**src/rtl/control_pkg.sv**
```systemverilog
// Shared encodings for the integer ALU instruction decoder.
package control_pkg;

    localparam logic [6:0] OP_R     = 7'b0110011;
    localparam logic [6:0] OP_I_ALU = 7'b0000011;
    localparam logic [6:0] OP_I_ALT = 7'b0010011;

    localparam logic [6:0] F7_BASE  = 7'b0000000;
    localparam logic [6:0] F7_ALT   = 7'b0100000;

    typedef enum logic [3:0] {
        ALU_ADD  = 4'b0000,
        ALU_SLL  = 4'b0001,
        ALU_SLT  = 4'b0010,
        ALU_SLTU = 4'b0011,
        ALU_XOR  = 4'b0100,
        ALU_SRL  = 4'b0101,
        ALU_OR   = 4'b0110,
        ALU_AND  = 4'b0111,
        ALU_SUB  = 4'b1000,
        ALU_SRA  = 4'b1101
    } alu_op_e;

    typedef enum logic [2:0] {
        INST_R       = 3'b000,
        INST_I       = 3'b001,
        INST_INVALID = 3'b111
    } inst_type_e;

endpackage

```
**src/rtl/control_r_decode.sv**
```systemverilog
// Combinational opcode/funct decoder for R-type and I-type ALU instructions.
module control_r_decode
    import control_pkg::*;
(
    input  logic [31:0] instruction_word,
    output logic [3:0]  alu_ctrl,
    output logic        shamt_en,
    output logic        reg_write,
    output logic [2:0]  inst_type
);

    logic [6:0] opcode;
    logic [2:0] funct3;
    logic [6:0] funct7;
    logic       unused_fields;

    assign opcode = instruction_word[6:0];
    assign funct3 = instruction_word[14:12];
    assign funct7 = instruction_word[31:25];

    // Register specifiers never influence the decode.
    assign unused_fields = ^{instruction_word[24:15], instruction_word[11:7]};

    always_comb begin
        alu_ctrl  = ALU_ADD;
        shamt_en  = 1'b0;
        reg_write = 1'b0;
        inst_type = INST_INVALID;

        if (opcode == OP_R) begin
            if (funct7 == F7_BASE) begin
                alu_ctrl  = {1'b0, funct3};
                reg_write = 1'b1;
                inst_type = INST_R;
            end else if (funct7 == F7_ALT && funct3 == 3'b000) begin
                alu_ctrl  = ALU_SUB;
                reg_write = 1'b1;
                inst_type = INST_R;
            end else if (funct7 == F7_ALT && funct3 == 3'b101) begin
                alu_ctrl  = ALU_SRA;
                reg_write = 1'b1;
                inst_type = INST_R;
            end
        end else if (opcode == OP_I_ALU || opcode == OP_I_ALT) begin
            reg_write = 1'b1;
            inst_type = INST_I;
            case (funct3)
                3'b001: begin
                    alu_ctrl = ALU_SLL;
                    shamt_en = 1'b1;
                end
                3'b101: begin
                    // Only imm bit 30 selects arithmetic vs logical shift.
                    alu_ctrl = instruction_word[30] ? ALU_SRA : ALU_SRL;
                    shamt_en = 1'b1;
                end
                default: alu_ctrl = {1'b0, funct3};
            endcase
        end
    end

endmodule

```
**src/rtl/control_r.sv**
```systemverilog
// Registered ALU-path instruction decoder with synchronous active-high reset.
module control_r
    import control_pkg::*;
(
    input  logic        clk,
    input  logic        rst,
    input  logic [31:0] instruction_word,
    output logic [3:0]  alu_ctrl,
    output logic        shamt_en,
    output logic        reg_write,
    output logic [2:0]  inst_type
);

    logic [3:0] dec_alu_ctrl;
    logic       dec_shamt_en;
    logic       dec_reg_write;
    logic [2:0] dec_inst_type;

    control_r_decode u_decode (
        .instruction_word (instruction_word),
        .alu_ctrl         (dec_alu_ctrl),
        .shamt_en         (dec_shamt_en),
        .reg_write        (dec_reg_write),
        .inst_type        (dec_inst_type)
    );

    always_ff @(posedge clk) begin
        if (rst) begin
            alu_ctrl  <= ALU_ADD;
            shamt_en  <= 1'b0;
            reg_write <= 1'b0;
            inst_type <= INST_INVALID;
        end else begin
            alu_ctrl  <= dec_alu_ctrl;
            shamt_en  <= dec_shamt_en;
            reg_write <= dec_reg_write;
            inst_type <= dec_inst_type;
        end
    end

endmodule

```
**config.mk**
```make
export PLATFORM = sky130hd
export DESIGN_NAME = control_r
export DESIGN_NICKNAME = d
export VERILOG_FILES = /design/src/rtl/control_pkg.sv /design/src/rtl/control_r_decode.sv /design/src/rtl/control_r.sv
export SDC_FILE = /design/constraint.sdc
export NUM_CORES = 1
export LEC_CHECK = 0
export BUFFER_PORTS_ARGS = -buffer_cell sky130_fd_sc_hd__buf_2
export CAP_MARGIN = 15
export CORE_AREA = 2 2 39 41
export DETAILED_ROUTE_END_ITERATION = 7
export DIE_AREA = 0 0 41 43
export GPL_ROUTABILITY_DRIVEN = 0
export PLACE_DENSITY = 0.75
export SYNTH_ARGS = -nofsm -noshare
export SYNTH_HDL_FRONTEND = slang
export SYNTH_HIERARCHICAL = 1
export SYNTH_SLANG_ARGS = --single-unit
export TNS_END_PERCENT = 5
```
**constraint.sdc**
```tcl
create_clock -name clk -period 2.7 [get_ports clk]
set_clock_uncertainty 0.15 [all_clocks]
set_input_delay 0.54 -clock clk [delete_from_list [all_inputs] [get_ports clk]]
set_output_delay 0.54 -clock clk [all_outputs]
set_load 0.05 [all_outputs]
```
# [Word level (Yosys, flattened, before mapping)]
# Cells that the tools add are included.
[word_totals] ff_bits=9 out_inout_bits=9 wordCells=36 in_bits=34
[op_classes] bitwise=1 muxes=18 reduce_logical=7 n_eq_ne=6
[op_table] cell="$mux W4" count=6
[op_table] cell="$mux W3" count=5
[op_table] cell="$eq A7 B6 Y1 const B" count=2
[op_table] cell="$pmux W4 S2" count=1
[op_table] cell="$eq A7 B2 Y1 const B" count=1
[op_table] cell="$eq A7 B5 Y1 const B" count=1
[op_table] cell="$logic_not A7 Y1" count=1
[op_table] cell="$mux W1" count=6
[op_table] cell="$eq A3 B1 Y1 const B" count=1
[op_table] cell="$eq A3 B3 Y1 const B" count=1
[op_table] cell="$logic_not A3 Y1" count=1
[op_table] cell="$reduce_or A3 Y1" count=1
[op_table] cell="$logic_and A1 B1 Y1" count=2
[op_table] cell="$reduce_or A2 Y1" count=1
[op_table] cell="$logic_or A1 B1 Y1" count=1
[op_table] cell="$not A1 Y1" count=1

# [Depth between registers and ports, before layout]
# Gate-level depths: netlist of the first run.
[logic_depth] depth_word=6 mapped_depth=5 mapped_depth_nobuf=4

# [Modules after synthesis]
# Netlist of the first run, hierarchy kept.
[modules_own_cells] mod="control_r" n_inst=1 area_each_um2=236.5 cells_each=18 seq_area_each_um2=180.2
[modules_own_cells] mod="control_r_decode" n_inst=1 area_each_um2=234.0 cells_each=30 seq_area_each_um2=0.0

# [Least setup slack after synthesis of the first run]
# No wires, ideal clock.
[synth_timing] path_type="input to register" start="input port instruction_word[31]" end="register inst_type[0]" t_arrival_ps=1653 cell_stages=4 setup_ps=120 path_slack_ps=777 path_buffers=0 required_time_ps=2430 cell_sequence="nor4b_4 -> nand2_2 -> or4b_1 -> or2_1"
[synth_via] elab_chain_len=6 word_cells_on_any_way=8 classes_between="eq/ne (1); mux (4); reduce/logical (3)"
[synth_rtl] element="from (decl)" line_no="control_r.sv:7" source="input logic [31:0] instruction_word,"
[synth_rtl] element="$eq A7 B6 Y1" line_no="control_r_decode.sv:35, control_r_decode.sv:39"
[synth_rtl] element="$logic_and A1 B1 Y1" line_no="control_r_decode.sv:39" source="end else if (funct7 == F7_ALT && funct3 == 3'b101) begin"
[synth_rtl] element="$mux W3" line_no="control_r_decode.sv:39"
[synth_rtl] element="$mux W3" line_no="control_r_decode.sv:35" source="end else if (funct7 == F7_ALT && funct3 == 3'b000) begin"
[synth_rtl] element="$mux W3 *" line_no="control_r_decode.sv:31" source="if (funct7 == F7_BASE) begin"
[synth_rtl] element="$mux W3 *" line_no="control_r_decode.sv:30" source="if (opcode == OP_R) begin"
[synth_rtl] element="net dec_inst_type[0]" line_no="control_r.sv:17" source="logic [2:0] dec_inst_type;"
[synth_rtl] element="to (signal assigned)" line_no="control_r.sv:37" source="inst_type <= dec_inst_type;"
[synth_rtl] element="to (decl)" line_no="control_r.sv:11" source="output logic [2:0] inst_type"
# The timed path passes the listed nets; every way through them passes the cells marked *.
# A chain may end at the register's enable or synchronous reset.

# [Worst setup path after layout of the first run]
[layout_timing] start="input port instruction_word[3]" end="register inst_type[0]"
[layout_via] elab_chain_len=2
[layout_rtl] element="$eq A7 B6 Y1" line_no="control_r_decode.sv:30"
[layout_rtl] element="$mux W3" line_no="control_r_decode.sv:30"
[layout_rtl] element="net dec_inst_type[0]" line_no="control_r.sv:17"
# The timed path passes the listed nets, and every way through them passes these cells.

==> results of run 1 <==
[cell type report]
class | instances | area (um2) | share of cell area (%)
clock buffer | 4 | 26.3 | 4.10
inverter | 1 | 3.75 | 0.586
multi-input combinational | 36 | 275 | 43.0
sequential | 9 | 180 | 28.1
tap | 16 | 20.0 | 3.13
timing repair buffer | 27 | 135 | 21.1
[registers in the layout, indices dropped and copies added, names as in the netlist]
name / flops
alu_ctrl: 4
reg_write: 1
inst_type: 3
shamt_en: 1
[cells by family (layout without fill, tap and decap cells)]
kind of cell,Yosys count,in the layout,synth area share (%)
AND/OR/NAND/NOR,25,25,42.0
flip-flops,9,9,38.3
buffers and inverters,3,32,3.19
XOR/XNOR,1,1,1.86
AO/OA/AOI/OAI,10,10,14.6
[cells in the mapped netlist (all sizes together)]
master   n
a2111oi  1
a21oi    3
and2     1
buf      1
clkbuf   1
dfxtp    9
inv      1
nand2    2
nand3    4
nand4    1
nor2b    8
nor3     1
nor3b    1
nor4b    3
o211ai   2
o21a     1
o21ai    1
o22a     1
o22ai    1
or2      3
or4b     1
xor2     1
[layer usage]
layer,GRT usage [%],vias to the layer above
li1,-,232
met1,16.3,196
met2,16.6,23
met3,3.14,2
met4,10.0,0
met5,0,-
[stage by stage]
stage          instances  hold slack (ns)
2_1_floorplan         48            0.462
3_3_place_gp          89            0.657
3_5_place_dp          89            0.663
4_1_cts               93            0.390
5_1_grt               93            0.404
6_report              93            0.394
[placed cells by master (no fill, tap or decap), drive strengths merged]
cell type and count:
buf 27, dfxtp 9, nor2b 8, nand3 4, clkbuf 4, or2 3, a21oi 3, nor4b 3
o211ai 2, nand2 2, inv 1, nor3 1, xor2 1, o21a 1, or4b 1, nand4 1
o22a 1, o22ai 1, and2 1, nor3b 1, o21ai 1, a2111oi 1
[power by group through the flow]
stage | Clock, mW | Sequential [mW] | Combinational (mW)
floorplan | 0 | 0.138 | 0.0139
global placement | 0 | 0.136 | 0.0370
CTS | 0.104 | 0.133 | 0.0380
detailed placement | 0 | 0.136 | 0.0379
finish | 0.100 | 0.133 | 0.0378
global route | 0.113 | 0.133 | 0.0413
[worst paths after layout]
| kind | from | to | slack, ns | cells past startpoint |
|---|---|---|---|---|
| worst min-delay path | rst | shamt_en | 0.39 | 2 |
| worst max-delay path | instruction_word[3] | inst_type[0] | 0.84 | 5 |
==> flow_metrics.env, run 1 <==
export IMPL_synth_warnings=6
export IMPL_cts_root_buf="sky130_fd_sc_hd__clkbuf_4"
export IMPL_power_density_cell_area_nw_per_um2=424
export IMPL_cp_slowest_cell="sky130_fd_sc_hd__or4b_1"
export IMPL_met3RoutedLength_um=76
export IMPL_path_cells="buf_2, nor4b_4, nand2_2, or4b_1, or2_1"
export IMPL_avgViaCountPerCell=4.87
export IMPL_critPathLaunchType="input port"
export IMPL_cts_hold_repair_buffers=0
export IMPL_final_design_area_no_fill_um2=641
export IMPL_crit_path_max_incr_delay_ns=0.47
export IMPL_hp_class="in2reg"
export IMPL_globalRouteTotalUtil_pct=12.5
export IMPL_tritoncts_num_sinks=9
export IMPL_worst_pin_slew_ns=0.340
export IMPL_drv_max_cap_violation_count=0
export IMPL_die_y_um=43
export IMPL_power_static_leakage_nw=0.266
export IMPL_first_global_vias=374
export IMPL_floorplan_initialDensity_pct=34.0
export IMPL_status="finished, final reports clean"
export IMPL_sw_frac_of_total_pct=23.6
export IMPL_layout_drive_gt1_share_pct=46.8
export IMPL_routed_via_count=453
export IMPL_clockPowerShare_pct=36.9
export IMPL_critical_path_arrival_ns=1.86
export IMPL_routed_wirelength_um=939
export IMPL_wire_length_of_the_first_global_routing_pass_mm=1.50
export IMPL_met2RoutedLength_um=467
export IMPL_wl_met1_um=381
export IMPL_syn_instance_count=48
export IMPL_rows=14
export IMPL_cts_max_path_buffers=2
export IMPL_timing_setup_tns_ns=0
export IMPL_path_delay_family="simple AND/OR/NAND/NOR gates"
export IMPL_crit_path_end_kind="flop"
export IMPL_ratio_of_final_minimum_period_to_clock_period_pct=68.8
export IMPL_dpl_cell_area_um2=614
export IMPL_synth_top_cells_by_area="sky130_fd_sc_hd__dfxtp_1 (38%), sky130_fd_sc_hd__nor2b_1 (11%), sky130_fd_sc_hd__nor4b_4 (10%)"
export IMPL_num_io_pins=43
export IMPL_cts_htree_levels=1
export IMPL_drt_first_iter_violations=13
export IMPL_number_of_setup_buffers_added_after_cts=0
export IMPL_syn_nets=82
export IMPL_timing_critical_path_required_ns=2.70
export IMPL_worst_slack_ns=0.842
export IMPL_diodes=0
export IMPL_num_fill_cells=148
export IMPL_ant_nets=0
export IMPL_grt_overflow_total=0
export IMPL_power_sequential_fraction_pct=49.1
export IMPL_rsz_0062_raised_after_global_routing="no"
export IMPL_die_outline_area_um2=1760
export IMPL_internal_power_mw=0.207
export IMPL_total_power_mw=0.271
export IMPL_maximum_number_of_pins_on_one_net_before_global_route_repair=10
export IMPL_final_period_minus_worst_setup_slack_ns=1.86
export IMPL_top_layer_used="met4"
export IMPL_cts_buffers_inserted=3
export IMPL_hold_viol_final=0
export IMPL_syn_area_um2=470
export IMPL_dr_pass1_iters=4
export IMPL_vdd_drop_max_uv=121
export IMPL_post_synth_top_area_fraction_pct=38.3
export IMPL_max_slew_margin_pct=77.2
export IMPL_drc=0
export IMPL_dpl_wire_length_um=757
export IMPL_finalSetupViolCount=0
export IMPL_coreArea_um2=1380
export IMPL_post_cts_resize_count=0
export IMPL_cts_clk_slew_worst_paths_ns=0.06
export IMPL_switching_power_mw=0.0640
export IMPL_synth_seq_area_share_pct=38.3
export IMPL_synth_area_leader_cell="sky130_fd_sc_hd__dfxtp_1"
export IMPL_worst_setup_path_type="in2reg"
export IMPL_chipWidth_um=41
export IMPL_route_detailed_wl_per_inst_um=10.1
export IMPL_numPortBuffers=27
export IMPL_syn_to_final_growth_pct=36.2
export IMPL_synth_area_per_cell_um2=9.80
export IMPL_critical_path_n_buffers_inverters=1
export IMPL_path_max_fanout=5
export IMPL_postSynthRegisterBits=9
export IMPL_report_final_slew_viol_count=0
export IMPL_final_core_util_pct=46.3
export IMPL_layout_nets=112
export IMPL_cts_tree="yes"
export IMPL_preCtsSetupSlack_ns=0.583
export IMPL_power_share_combinational_pct=14.0
export IMPL_grt_antenna_before_repair=0
export IMPL_max_freq_ghz=0.538
export IMPL_synthDistinctLibCells=23
(Power assumes the default switching activity.)
==> run 2, diff against run 1 <==
CORE_AREA = unset   (was 2 2 39 41)
CORE_MARGIN = 2   (was unset)
CORE_UTILIZATION = 31   (was unset)
DIE_AREA = unset   (was 0 0 41 43)
PLACE_DENSITY = 0.7   (was 0.75)
clock period = 1.6 ns   (was 2.7 ns; I/O delays follow)
==> run 2 against run 1 <==
  * Non-clock buffer count rose by 7
  * Critical path type unchanged
  * Sequential share of layout area fell by 2.1 points
  * Critical endpoint unchanged
  * Routed wire length fell by 1.2%
  * Hold slack got worse by 0.22 ns
  * Utilization rose by 0.82 points
  * Highest routed layer is now met3
  * Sequential power rose by 69%
  * Via count rose by 1.1%
  * Cell count rose by 7.5%
==> flow_metrics.env, run 2 (synthesized netlist as in run 1, its figures left out) <==
export IMPL_final_core_util_pct=47.1
export IMPL_hp_class="in2reg"
export IMPL_die_outline_area_um2=1850
export IMPL_layout_drive_gt1_share_pct=51.2
export IMPL_cts_max_path_buffers=2
export IMPL_timing_setup_tns_ns=0
export IMPL_report_final_slew_viol_count=0
export IMPL_biggestRegsByFlops="alu_ctrl x4, inst_type x3"
export IMPL_path_max_fanout=2
export IMPL_max_slew_margin_pct=79.0
export IMPL_hold_viol_final=0
export IMPL_rsz_0062_raised_after_global_routing="no"
export IMPL_largest_register_ff_count=4
export IMPL_max_freq_ghz=0.654
export IMPL_globalRouteTotalUtil_pct=11.3
export IMPL_critical_path_arrival_ns=1.52
export IMPL_maximum_number_of_pins_on_one_net_before_global_route_repair=10
export IMPL_cts_hold_repair_buffers=0
export IMPL_crit_path_end_kind="flop"
export IMPL_worst_setup_path_type="in2reg"
export IMPL_routed_wirelength_um=928
export IMPL_avgViaCountPerCell=4.58
export IMPL_final_period_minus_worst_setup_slack_ns=1.53
export IMPL_num_io_pins=43
export IMPL_status="finished, final reports clean"
export IMPL_top_register="alu_ctrl"
export IMPL_chipWidth_um=43.0
export IMPL_finalSetupViolCount=0
export IMPL_ant_nets=0
export IMPL_dpl_cell_area_um2=667
export IMPL_drv_max_cap_violation_count=0
export IMPL_syn_to_final_growth_pct=47.3
export IMPL_die_y_um=43.0
export IMPL_ratio_of_final_minimum_period_to_clock_period_pct=95.6
export IMPL_coreArea_um2=1470
export IMPL_cp_slowest_cell="sky130_fd_sc_hd__or4b_1"
export IMPL_drt_first_iter_violations=5
export IMPL_dr_pass1_iters=2
export IMPL_diodes=0
export IMPL_final_design_area_no_fill_um2=693
export IMPL_cts_htree_levels=1
export IMPL_routed_via_count=458
export IMPL_rows=14
export IMPL_route_detailed_wl_per_inst_um=9.28
export IMPL_preCtsSetupSlack_ns=-0.205
export IMPL_grt_antenna_before_repair=0
export IMPL_worst_pin_slew_ns=0.314
export IMPL_layout_nets=119
export IMPL_worst_slack_ns=0.0700
export IMPL_post_place_cells=96
export IMPL_numPortBuffers=27
export IMPL_cts_tree="yes"
export IMPL_vdd_drop_max_uv=200
export IMPL_most_common_library_cell_in_the_layout_ignoring_fill_and_taps="sky130_fd_sc_hd__buf_2"
export IMPL_num_fill_cells=156
export IMPL_cts_root_buf="sky130_fd_sc_hd__clkbuf_4"
export IMPL_floorplan_initialDensity_pct=32.0
export IMPL_path_cells="buf_2, nor4b_4, nand2_2, or4b_1, or2_1"
export IMPL_number_of_setup_buffers_added_after_cts=0
export IMPL_cts_clk_slew_worst_paths_ns=0.06
export IMPL_wire_length_of_the_first_global_routing_pass_mm=1.55
export IMPL_tritoncts_num_sinks=9
export IMPL_post_cts_resize_count=0
export IMPL_critPathLaunchType="input port"
export IMPL_grt_overflow_total=0
export IMPL_timing_critical_path_required_ns=1.59
export IMPL_power_density_cell_area_nw_per_um2=667
export IMPL_final_instance_count_excl_fill=100
export IMPL_mostFrequentLayoutCells="sky130_fd_sc_hd__buf_2 (27), sky130_fd_sc_hd__dfxtp_1 (9), sky130_fd_sc_hd__nor2b_1 (8)"
export IMPL_power_static_leakage_nw=0.300
export IMPL_drc=0
export IMPL_dpl_wire_length_um=790
export IMPL_first_global_vias=441
export IMPL_crit_path_max_incr_delay_ns=0.50
export IMPL_cts_buffers_inserted=3
-- run 2: path summary, 6_finish.rpt --
check                          end                 start  cells after the start
worst min-delay path      shamt_en                   rst                      2
worst max-delay path  inst_type[0]  instruction_word[31]                      5
-- run 2: report_power, final --
part | internal (mW) | switching (mW) | leakage, nW
clock network | 0.0954 | 0.0688 | 0.0150
logic | 0.0372 | 0.0360 | 0.213
registers | 0.225 | 0.000129 | 0.0726
-- run 2: worst max-delay path: cells and delay by family --
family	cells	cell delay [ns]
simple gates	4	1.08
buf+inv	1	0.11
-- run 2: cell type report --
type / count / area [um2] / share of cell area (%)
repair buffers: 34 / 188 / 27.1
inverters: 1 / 3.75 / 0.542
flip-flops and latches: 9 / 180 / 26.0
well taps: 16 / 20.0 / 2.89
multi-input cells: 36 / 275 / 39.7
clock buffers: 4 / 26.3 / 3.79
-- run 2: routing by layer --
metal | vias to the layer above | wire length, um | track usage [%]
met2 | 15 | 516 | 22.4
met3 | 0 | 44 | 1.28
met5 | - | 0 | 0
met1 | 198 | 367 | 9.59
met4 | 0 | 0 | 9.09
li1 | 245 | - | -
-- run 2: through the flow --
stage | total power [mW] | hold slack, ns
finish | 0.462 | 0.174
floorplan | 0.256 | 0.242
detailed placement | 0.303 | 0.437
global route | 0.478 | 0.196
global placement | 0.301 | 0.434
CTS | 0.469 | 0.171
